--- src/rtl/reorder_buffer_if.sv ---
// Handshake bundle between the issue/execute pipeline and the reorder buffer:
// allocation, writeback, register-file update and front-end redirect.
interface reorder_buffer_if;
    logic        alloc_valid;
    logic [4:0]  alloc_rd;
    logic        alloc_ready;
    logic [3:0]  alloc_tag;

    logic        wb_valid;
    logic [3:0]  wb_tag;
    logic [31:0] wb_value;
    logic        wb_mispredict;
    logic [31:0] wb_target;

    logic        rf_rename_en;
    logic [4:0]  rf_rename_addr;
    logic [36:0] rf_rename_data;
    logic        rf_commit_en;
    logic [4:0]  rf_commit_addr;
    logic [36:0] rf_commit_data;
    logic        rf_flush;

    logic        redirect_valid;
    logic [31:0] redirect_pc;

    modport master (
        output alloc_valid, alloc_rd, wb_valid, wb_tag, wb_value, wb_mispredict, wb_target,
        input  alloc_ready, alloc_tag, rf_rename_en, rf_rename_addr, rf_rename_data,
        input  rf_commit_en, rf_commit_addr, rf_commit_data, rf_flush, redirect_valid, redirect_pc
    );

    modport slave (
        input  alloc_valid, alloc_rd, wb_valid, wb_tag, wb_value, wb_mispredict, wb_target,
        output alloc_ready, alloc_tag, rf_rename_en, rf_rename_addr, rf_rename_data,
        output rf_commit_en, rf_commit_addr, rf_commit_data, rf_flush, redirect_valid, redirect_pc
    );
endinterface

--- src/rtl/reorder_buffer.sv ---
// 16-entry in-order-retire reorder buffer: allocates at tail, completes by tag,
// retires from head, and flushes everything for one cycle after a mispredict retires.
module reorder_buffer #(
    parameter int DEPTH = 16
) (
    input  logic              clk,
    input  logic              rst_n,
    input  logic              rdy,
    reorder_buffer_if.slave   rob
);
    typedef enum logic {RUN, FLUSH} state_t;

    state_t            state_reg, state_next;
    logic [3:0]        head_reg, tail_reg;
    logic [4:0]        count_reg;
    logic [DEPTH-1:0]  valid_reg, done_reg;
    logic [31:0]       redirect_pc_reg;

    logic [4:0]        rd_mem         [DEPTH];
    logic [31:0]       value_mem      [DEPTH];
    logic              mispredict_mem [DEPTH];
    logic [31:0]       target_mem     [DEPTH];

    logic              run_en, flush_active;
    logic              alloc_ready, alloc_fire, wb_fire, commit_fire;
    logic [4:0]        head_rd;
    logic [DEPTH-1:0]  same_rd_hit;
    logic              younger_found;
    logic [3:0]        younger_tag;

    assign run_en       = rst_n && rdy && (state_reg == RUN);
    assign flush_active = rst_n && rdy && (state_reg == FLUSH);
    assign alloc_ready  = run_en && (count_reg < 5'(DEPTH));
    assign alloc_fire   = alloc_ready && rob.alloc_valid;
    assign wb_fire      = run_en && rob.wb_valid && valid_reg[rob.wb_tag];
    assign commit_fire  = run_en && (count_reg != 5'd0) && valid_reg[head_reg] && done_reg[head_reg];
    assign head_rd      = rd_mem[head_reg];

    // Offset k from head marks a live entry that also writes the retiring register.
    assign same_rd_hit[0] = 1'b0;
    for (genvar gi = 1; gi < DEPTH; gi++) begin : g_scan
        logic [3:0] idx;
        assign idx = head_reg + 4'(gi);
        assign same_rd_hit[gi] = (5'(gi) < count_reg) && valid_reg[idx] && (rd_mem[idx] == head_rd);
    end

    // Highest offset wins, i.e. the youngest matching entry.
    always_comb begin
        younger_found = 1'b0;
        younger_tag   = 4'd0;
        for (int k = 1; k < DEPTH; k++) begin
            if (same_rd_hit[k]) begin
                younger_found = 1'b1;
                younger_tag   = head_reg + 4'(k);
            end
        end
    end

    assign rob.alloc_ready    = alloc_ready;
    assign rob.alloc_tag      = tail_reg;
    assign rob.rf_rename_en   = alloc_fire && (rob.alloc_rd != 5'd0);
    assign rob.rf_rename_addr = rob.alloc_rd;
    assign rob.rf_rename_data = {1'b1, tail_reg, 32'd0};
    assign rob.rf_commit_en   = commit_fire && (head_rd != 5'd0);
    assign rob.rf_commit_addr = head_rd;
    assign rob.rf_commit_data = {younger_found, younger_tag, value_mem[head_reg]};
    assign rob.rf_flush       = flush_active;
    assign rob.redirect_valid = flush_active;
    assign rob.redirect_pc    = redirect_pc_reg;

    always_comb begin
        state_next = state_reg;
        case (state_reg)
            RUN:     if (commit_fire && mispredict_mem[head_reg]) state_next = FLUSH;
            FLUSH:   if (rdy) state_next = RUN;
            default: state_next = RUN;
        endcase
    end

    always_ff @(posedge clk or negedge rst_n) begin
        if (!rst_n) begin
            state_reg <= RUN;
        end else begin
            state_reg <= state_next;
        end
    end

    always_ff @(posedge clk or negedge rst_n) begin
        if (!rst_n) begin
            head_reg        <= 4'd0;
            tail_reg        <= 4'd0;
            count_reg       <= 5'd0;
            redirect_pc_reg <= 32'd0;
        end else if (flush_active) begin
            head_reg  <= 4'd0;
            tail_reg  <= 4'd0;
            count_reg <= 5'd0;
        end else begin
            if (alloc_fire)  tail_reg <= tail_reg + 4'd1;
            if (commit_fire) head_reg <= head_reg + 4'd1;
            count_reg <= count_reg + 5'(alloc_fire) - 5'(commit_fire);
            if (commit_fire && mispredict_mem[head_reg]) redirect_pc_reg <= target_mem[head_reg];
        end
    end

    always_ff @(posedge clk or negedge rst_n) begin
        if (!rst_n) begin
            valid_reg <= '0;
            done_reg  <= '0;
        end else if (flush_active) begin
            valid_reg <= '0;
        end else begin
            if (commit_fire) valid_reg[head_reg] <= 1'b0;
            if (alloc_fire) begin
                valid_reg[tail_reg] <= 1'b1;
                done_reg[tail_reg]  <= 1'b0;
            end
            if (wb_fire) done_reg[rob.wb_tag] <= 1'b1;
        end
    end

    // Payload fields need no reset; they are only observed behind valid/done.
    always_ff @(posedge clk) begin
        if (alloc_fire) rd_mem[tail_reg] <= rob.alloc_rd;
        if (wb_fire) begin
            value_mem[rob.wb_tag]      <= rob.wb_value;
            mispredict_mem[rob.wb_tag] <= rob.wb_mispredict;
            target_mem[rob.wb_tag]     <= rob.wb_target;
        end
    end
endmodule
--- src/flat_wrapper.sv ---
// flat-port wrapper written by rule: the top's interface ports become plain ports
module reorder_buffer_flat 
#(
    parameter int DEPTH = 16
)
  (clk, rst_n, rdy, rob_alloc_valid, rob_alloc_rd, rob_wb_valid, rob_wb_tag, rob_wb_value, rob_wb_mispredict, rob_wb_target, rob_alloc_ready, rob_alloc_tag, rob_rf_rename_en, rob_rf_rename_addr, rob_rf_rename_data, rob_rf_commit_en, rob_rf_commit_addr, rob_rf_commit_data, rob_rf_flush, rob_redirect_valid, rob_redirect_pc);
  reorder_buffer_if rob_i ();
  input  logic clk;
  input  logic rst_n;
  input  logic rdy;
  input wire logic [$bits(rob_i.alloc_valid)-1:0] rob_alloc_valid;
  input wire logic [$bits(rob_i.alloc_rd)-1:0] rob_alloc_rd;
  input wire logic [$bits(rob_i.wb_valid)-1:0] rob_wb_valid;
  input wire logic [$bits(rob_i.wb_tag)-1:0] rob_wb_tag;
  input wire logic [$bits(rob_i.wb_value)-1:0] rob_wb_value;
  input wire logic [$bits(rob_i.wb_mispredict)-1:0] rob_wb_mispredict;
  input wire logic [$bits(rob_i.wb_target)-1:0] rob_wb_target;
  output wire logic [$bits(rob_i.alloc_ready)-1:0] rob_alloc_ready;
  output wire logic [$bits(rob_i.alloc_tag)-1:0] rob_alloc_tag;
  output wire logic [$bits(rob_i.rf_rename_en)-1:0] rob_rf_rename_en;
  output wire logic [$bits(rob_i.rf_rename_addr)-1:0] rob_rf_rename_addr;
  output wire logic [$bits(rob_i.rf_rename_data)-1:0] rob_rf_rename_data;
  output wire logic [$bits(rob_i.rf_commit_en)-1:0] rob_rf_commit_en;
  output wire logic [$bits(rob_i.rf_commit_addr)-1:0] rob_rf_commit_addr;
  output wire logic [$bits(rob_i.rf_commit_data)-1:0] rob_rf_commit_data;
  output wire logic [$bits(rob_i.rf_flush)-1:0] rob_rf_flush;
  output wire logic [$bits(rob_i.redirect_valid)-1:0] rob_redirect_valid;
  output wire logic [$bits(rob_i.redirect_pc)-1:0] rob_redirect_pc;
  assign rob_i.alloc_valid = rob_alloc_valid;
  assign rob_i.alloc_rd = rob_alloc_rd;
  assign rob_i.wb_valid = rob_wb_valid;
  assign rob_i.wb_tag = rob_wb_tag;
  assign rob_i.wb_value = rob_wb_value;
  assign rob_i.wb_mispredict = rob_wb_mispredict;
  assign rob_i.wb_target = rob_wb_target;
  assign rob_alloc_ready = rob_i.alloc_ready;
  assign rob_alloc_tag = rob_i.alloc_tag;
  assign rob_rf_rename_en = rob_i.rf_rename_en;
  assign rob_rf_rename_addr = rob_i.rf_rename_addr;
  assign rob_rf_rename_data = rob_i.rf_rename_data;
  assign rob_rf_commit_en = rob_i.rf_commit_en;
  assign rob_rf_commit_addr = rob_i.rf_commit_addr;
  assign rob_rf_commit_data = rob_i.rf_commit_data;
  assign rob_rf_flush = rob_i.rf_flush;
  assign rob_redirect_valid = rob_i.redirect_valid;
  assign rob_redirect_pc = rob_i.redirect_pc;
  reorder_buffer #(.DEPTH(DEPTH)) u_core (.clk(clk), .rst_n(rst_n), .rdy(rdy), .rob(rob_i));
endmodule
--- config.mk ---
export PLATFORM = sky130hd
export DESIGN_NAME = reorder_buffer_flat
export DESIGN_NICKNAME = d
export VERILOG_FILES = /design/src/rtl/reorder_buffer_if.sv /design/src/rtl/reorder_buffer.sv /design/src/flat_wrapper.sv
export SDC_FILE = /design/constraint.sdc
export NUM_CORES = 1
export LEC_CHECK = 0
export BUFFER_PORTS_ARGS = -buffer_cell sky130_fd_sc_hd__buf_2
export CAP_MARGIN = 20
export CELL_PAD_IN_SITES_DETAIL_PLACEMENT = 0
export CELL_PAD_IN_SITES_GLOBAL_PLACEMENT = 1
export CORE_AREA = 2 2 313 315
export DETAILED_ROUTE_END_ITERATION = 12
export DIE_AREA = 0 0 315 317
export PLACE_DENSITY = 0.84
export SYNTH_ARGS = -nofsm -noshare
export SYNTH_HDL_FRONTEND = slang
export SYNTH_SLANG_ARGS = --single-unit
export TNS_END_PERCENT = 1
--- constraint.sdc ---
create_clock -name clk -period 7.6 [get_ports clk]
set_clock_uncertainty 0.15 [all_clocks]
set_input_delay 0.38 -clock clk [delete_from_list [all_inputs] [get_ports clk]]
set_output_delay 0.38 -clock clk [all_outputs]
set_load 0.02 [all_outputs]
======== Word level (Yosys, flattened, before mapping) ========
Memories as Yosys holds them, arrays and structs flattened. A register that Yosys moved wholly into a read port is not among the register bits.
Cells that the tools add are included.
word-level totals
  bits in writable memories ............... 1120
  memories kept ........................... 4
  flip-flop bits (word level) ............. 46
  word-level logic and storage cells ...... 232
  output and inout port bits .............. 125
  bits of input ports ..................... 79
operators by class
  reductions and logical operators ........ 53
  $add $sub $neg .......................... 18
  bitwise operators ....................... 8
  order comparisons ....................... 37
  muxes and demuxes ....................... 91
  equal/unequal tests ..................... 15
memory list
  name                   words  bits a word  read ports  clocked after Yosys merged registers in  write ports  RTL line              RTL
  u_core.target_mem      16     32           1           1                                        1            reorder_buffer.sv:22  logic [31:0] target_mem [DEPTH];
  u_core.value_mem       16     32           1           0                                        1            reorder_buffer.sv:20  logic [31:0] value_mem [DEPTH];
  u_core.rd_mem          16     5            16          0                                        1            reorder_buffer.sv:19  logic [4:0] rd_mem [DEPTH];
  u_core.mispredict_mem  16     1            1           0                                        1            reorder_buffer.sv:21  logic mispredict_mem [DEPTH];
operator list
  cell                   count
  $mux W16               7
  $lt A4 B5 Y1 const B   18
  $mux W4                19
  $eq A5 B5 Y1           15
  $bmux W1 S4            18
  $logic_and A1 B1 Y1    46
  $mux W1                42
  $lt A4 B5 Y1 const A   8
  $add A4 B4 Y4 const B  8
  $and A16 B16 Y16       2
  $not A16 Y16           2
  $or A16 B16 Y16        2
  $lt A3 B5 Y1 const A   4
  $add A4 B3 Y4 const B  4
  $reduce_bool A5 Y1     3
  $demux W1 S4           3
  $ge A4 B1 Y1 const B   3
  $lt A2 B5 Y1 const A   2
  $add A4 B1 Y4 const B  2
  $add A4 B2 Y4 const B  2
  $add A5 B1 Y5          1
  $lt A1 B5 Y1 const A   1
  $lt A5 B5 Y1 const B   1
  $mux W5                1
  other kinds (6)        8

======== Depth between registers and ports, before layout ========
  word-level depth ........................ 20
  gate-level depth with buffers ........... 22
  gate-level depth less buffers ........... 13

======== Worst setup path before layout ========
OpenSTA, ideal clock, no wires.
  path kind ............................... input-to-reg
  start ................................... in rob_wb_tag[0]
  end ..................................... mem u_core.mispredict_mem[0], enable pin
  arrival time ............................ 6.182 ns
  library setup time ...................... 0.570 ns
  path buffers ............................ 2
  path slack .............................. 0.699 ns
  data required time ...................... 6.880 ns
  stages on the path ...................... 7
  path through ............................ clkbuf_1 -> mux4_2 -> mux4_2 -> nand3_1 -> or3_1 -> clkbuf_1 -> nor3_1
on the way
  word-level cells in the longest chain between the ends .. 5
RTL lines
  what                           RTL line               RTL
  from (decl)                    flat_wrapper.sv:14     input wire logic [$bits(rob_i.wb_tag)-1:0] rob_wb_tag;
  $bmux W1 S4                    reorder_buffer.sv:35   assign wb_fire = run_en && rob.wb_valid && valid_reg[rob.wb_tag];
  $mux W1 (not written as such)  reorder_buffer.sv:35
  $logic_and A1 B1 Y1            reorder_buffer.sv:35
  $mux W1                        reorder_buffer.sv:125  if (wb_fire) begin
  $mux W1 (not written as such)  reorder_buffer.sv:127  mispredict_mem[rob.wb_tag] <= rob.wb_mispredict;
  to (decl)                      reorder_buffer.sv:21
Several ways; a longest one is shown, not always the timed one. The select of a mux whose other input is x is not followed.

======== Worst setup path after layout ========
  start ................................... reg u_core.head_reg[1]
  end ..................................... out rob_rf_commit_data[34]
on the way
  word-level cells in the longest chain between the ends .. 20
  elaborated cells on any way between the ends .. 106
  classes of those cells .................. add/sub: 15; eq/ne: 15; mux: 45; reduce/logical: 30; memory: 1
RTL lines
  what                                                     RTL line               RTL
  from (decl)                                              reorder_buffer.sv:14   logic [3:0] head_reg, tail_reg;
  from (signal assigned)                                   reorder_buffer.sv:100  if (commit_fire) head_reg <= head_reg + 4'd1;
  branches (longest 19 deep; another with $mem_v2 Z16 W5)  n/a
  $mux W4 *                                                reorder_buffer.sv:52   if (same_rd_hit[k]) begin
  to (decl)                                                flat_wrapper.sv:25     output wire logic [$bits(rob_i.rf_commit_data)-1:0] rob_rf_commit_data;
Every way passes the cells marked *. The select of a mux whose other input is x is not followed.

==> results_dict.tcl <==
set metrics [dict create \
    status "completed" \
    whs_ns 0.105 \
    ys_dominant_reg_cell "edfxtp_1" \
    root_buffer "clkbuf_16" \
    power.net_switching_w 0.00272 \
    multi_input_area_mm2 0.0162 \
    routabilityCongestion 0.963 \
    drtPass1Iterations 8 \
    max_stage_delay_ns 1.01 \
    power_density_mw_per_mm2 224 \
    cp_cell_sequence "inv_1, ha_2, buf_4, mux4_2, mux2i_1, mux2i_1, xnor2_1, nand4_1, nor2_1, mux2_2, mux2_2, mux2i_1, a211oi_2, o221ai_1, buf_2" \
    clk_pin_slew_ns 0.06 \
    finalNetCount 2935 \
    fillCellCount 6437 \
    syn_avg_cell_area_um2 20.6 \
    end_kind "primary output" \
    die_h_um 317 \
    synth-edff-count 1120 \
    dr.first_iter.drc_count 3135 \
    intPower_w 0.0106 \
    grt-ovfl-total 0 \
    hpwl_um 77200 \
    r2r_slack_ns 1.81 \
    dr_total_vias 28100 \
    slew_violations 0 \
    grt_pass1_vias 28800 \
    reg2reg_to "u_core.count_reg[4]$_DFF_PN0_" \
    cp.required_ns 7.07 \
    pre_cts_ws_ns 1.28 \
    slowest_stage "ha_2" \
    antenna_found_initial 12 \
    setup-tns-final_ns 0 \
    maxSlewHeadroom_pct 23.8 \
    core_area_mm2 0.0963 \
    critical-path-top-delay-family "multiplexers" \
    syn-cell-area_mm2 0.0527 \
    power_frac_seq_pct 54.3 \
    ys_top_cells_by_area "edfxtp_1, mux4_2, dfrtp_1" \
    seq_area_mm2 0.0356 \
    timing.final.ws_setup_ns 0.682 \
    wire_per_inst_um 32.5 \
    clock-sinks 1198 \
    period_needed_ns 6.92 \
    start_util_pct 54.7 \
    tightestPinTransition_ns 1.14 \
    ys_seq_area_share_pct 67.5 \
    dieArea_mm2 0.0999 \
    drive_above_1_share_pct 33.7 \
    p_leak_nw 19.5 \
    swShare_pct 20.4 \
    cp_max_fo 32 \
    drc 0 \
    power_frac_comb_pct 3.8 \
    peakVddDrop_mv 0.216 \
    area_growth_syn_to_layout_pct 12.6 \
    hp-class "in -> async" \
    r2r-start "u_core.head_reg[1]$_DFFE_PN0P_" \
    htree_levels 3 \
    clockBufferDepth 3 \
    grt_usage_pct 27.7 \
    rsz0062_at_grt "false" \
    ant_nets 0 \
    synth_seq_cells 1198 \
    yosysTopAreaCellShare_pct 63.8 \
    placementRows 114 \
    p_clk_share_pct 41.9 \
    crit_path_start_kind "flop" \
    syn_inst 2563 \
    io_pins 204 \
    period_share_pct 91.0 \
    cts_inserted_buffers 109 \
    detail_route.vias_per_cell 6.70 \
    clock_latency_ns 0.71 \
    grt_pass1_wl_um 199000 \
    drv_cap 0 \
    synth_top_area_cell "edfxtp_1" \
    largest_registers "u_core.target_mem: 512 flops, u_core.value_mem: 512 flops, u_core.rd_mem: 80 flops" \
    path_class "reg -> out" \
    finalSetupViolCount 0 \
    power.total_w 0.0133 \
    max_freq_mhz 145 \
    finalHoldViolations 0 \
    rr_worst_depth 15 \
    arrival_ns 6.39 \
    synth_cell_types 75 \
    cp_common_cell "mux2i_1" \
    cts_tree "built" \
    grt_max_degree 146 \
    die_w_um 315 \
    critical_path_buf_inv_count 3 \
    async_flop_share_pct 6.51 \
    routed_wl_um 136000 \
    yosysWarnings 0 \
    io_buffers 170 \
]
[how the worst max path moves through the flow]
| stage | start | endpoint | slack (ns) | depth (start not counted) |
|---|---|---|---|---|
| 3_3_place_gp | u_core.head_reg[1]$_DFFE_PN0P_ | rob_rf_commit_data[34] | 1.30 | 15 |
| 5_1_grt | u_core.head_reg[1]$_DFFE_PN0P_ | rob_rf_commit_data[34] | 0.25 | 15 |
| 3_5_place_dp | u_core.head_reg[1]$_DFFE_PN0P_ | rob_rf_commit_data[34] | 1.28 | 15 |
| 2_1_floorplan | rob_wb_tag[0] | u_core.mispredict_mem[0]$_DFFE_PP_ | 0.70 | 7 |
| 4_1_cts | u_core.head_reg[1]$_DFFE_PN0P_ | rob_rf_commit_data[34] | 0.53 | 15 |
| 6_report | u_core.head_reg[1]$_DFFE_PN0P_ | rob_rf_commit_data[34] | 0.68 | 15 |
[Yosys cell counts (37+ instances only)]
library cell,instances
buf_2,44
xnor2_1,54
dfrtp_1,78
o21ai_0,40
nand2_1,57
mux4_2,477
mux2i_1,83
clkbuf_1,74
xor2_1,43
edfxtp_1,1120
nor2_1,62
nand3_1,37
buf_4,52
[placed cells by master, fill, tap and decap left out, drive strengths merged, types with 9 or more instances in the layout]
cell,instances
bufinv,14
nand3,40
dfrtp,78
or3,10
buf,245
nor2,62
edfxtp,1120
xnor2,56
mux2,35
xor2,43
a31o,16
nor3,19
nand2,57
and2,9
inv,38
nand4,12
dlygate4sd3,72
clkbuf,133
o21ai,44
mux2i,87
mux4,489
conb,33
clkinv,48
and3,12
ha,29
a21oi,18
[kinds of logic after synthesis]
logic type / Yosys count / synth area share (%)
simple gates: 253 / 2.43
mux: 611 / 23.5
fa+ha+maj: 30 / 0.727
compound gates: 141 / 1.89
xor+xnor: 99 / 1.67
other cells: 2 / 0.0143
flops: 1198 / 67.5
buf+inv: 229 / 2.28
[final cells by class]
type | count | area share, %
antenna | 3 | 0.0127
tap | 1276 | 2.69
multi-input combinational | 1167 | 27.3
timing repair buffer | 317 | 3.69
clock buffer | 133 | 4.78
inverter | 33 | 0.217
sequential | 1198 | 60.0
clock inverter | 74 | 1.32
[per-layer routing]
metal  track usage, %  part of all wire, %  vias up  routed length, um
li1                 -                    -    11200                  -
met2             46.5                   51     1701              69800
met1             36.8                   37    14900              49800
met4             9.61                  3.2       16               4400
met5                0                0.077        -                105
met3             5.19                  9.0      316              12200
[stage by stage]
step,instance area (um2),utilization [%],std cells
floorplan,52800,-,2594
global placement,54900,57.0,3915
detailed placement,54900,57.0,3916
CTS,59300,61.5,4195
global route,59300,61.6,4199
finish,59300,61.6,4201
[power groups by stage]
stage / Clock [W] / Sequential (W) / Combinational (W)
floorplan: 0 / 0.00735 / 0.000317
global placement: 0 / 0.00735 / 0.000454
detailed placement: 0 / 0.00735 / 0.000471
CTS: 0.00564 / 0.00721 / 0.000508
global route: 0.00587 / 0.00721 / 0.000547
finish: 0.00557 / 0.00721 / 0.000509
[worst reg2reg max path: cells and delay by family (launching register included)]
| kind | cells | cell delay (ns) |
|---|---|---|
| AO/OA/AOI/OAI | 3 | 0.70 |
| adder cells (fa/ha/maj) | 3 | 0.82 |
| buffers and inverters | 4 | 1.62 |
| flip-flops | 1 | 0.71 |
| multiplexers | 1 | 0.75 |
| AND/OR/NAND/NOR | 4 | 0.97 |
[repair_timing]
item,4_1_cts,5_1_grt
endpoints found under the setup margin,0,0
endpoints found under the hold margin,1147,0
setup buffers,0,0
hold buffers,72,0
resized for setup,0,0
(Power assumes the default switching activity.)
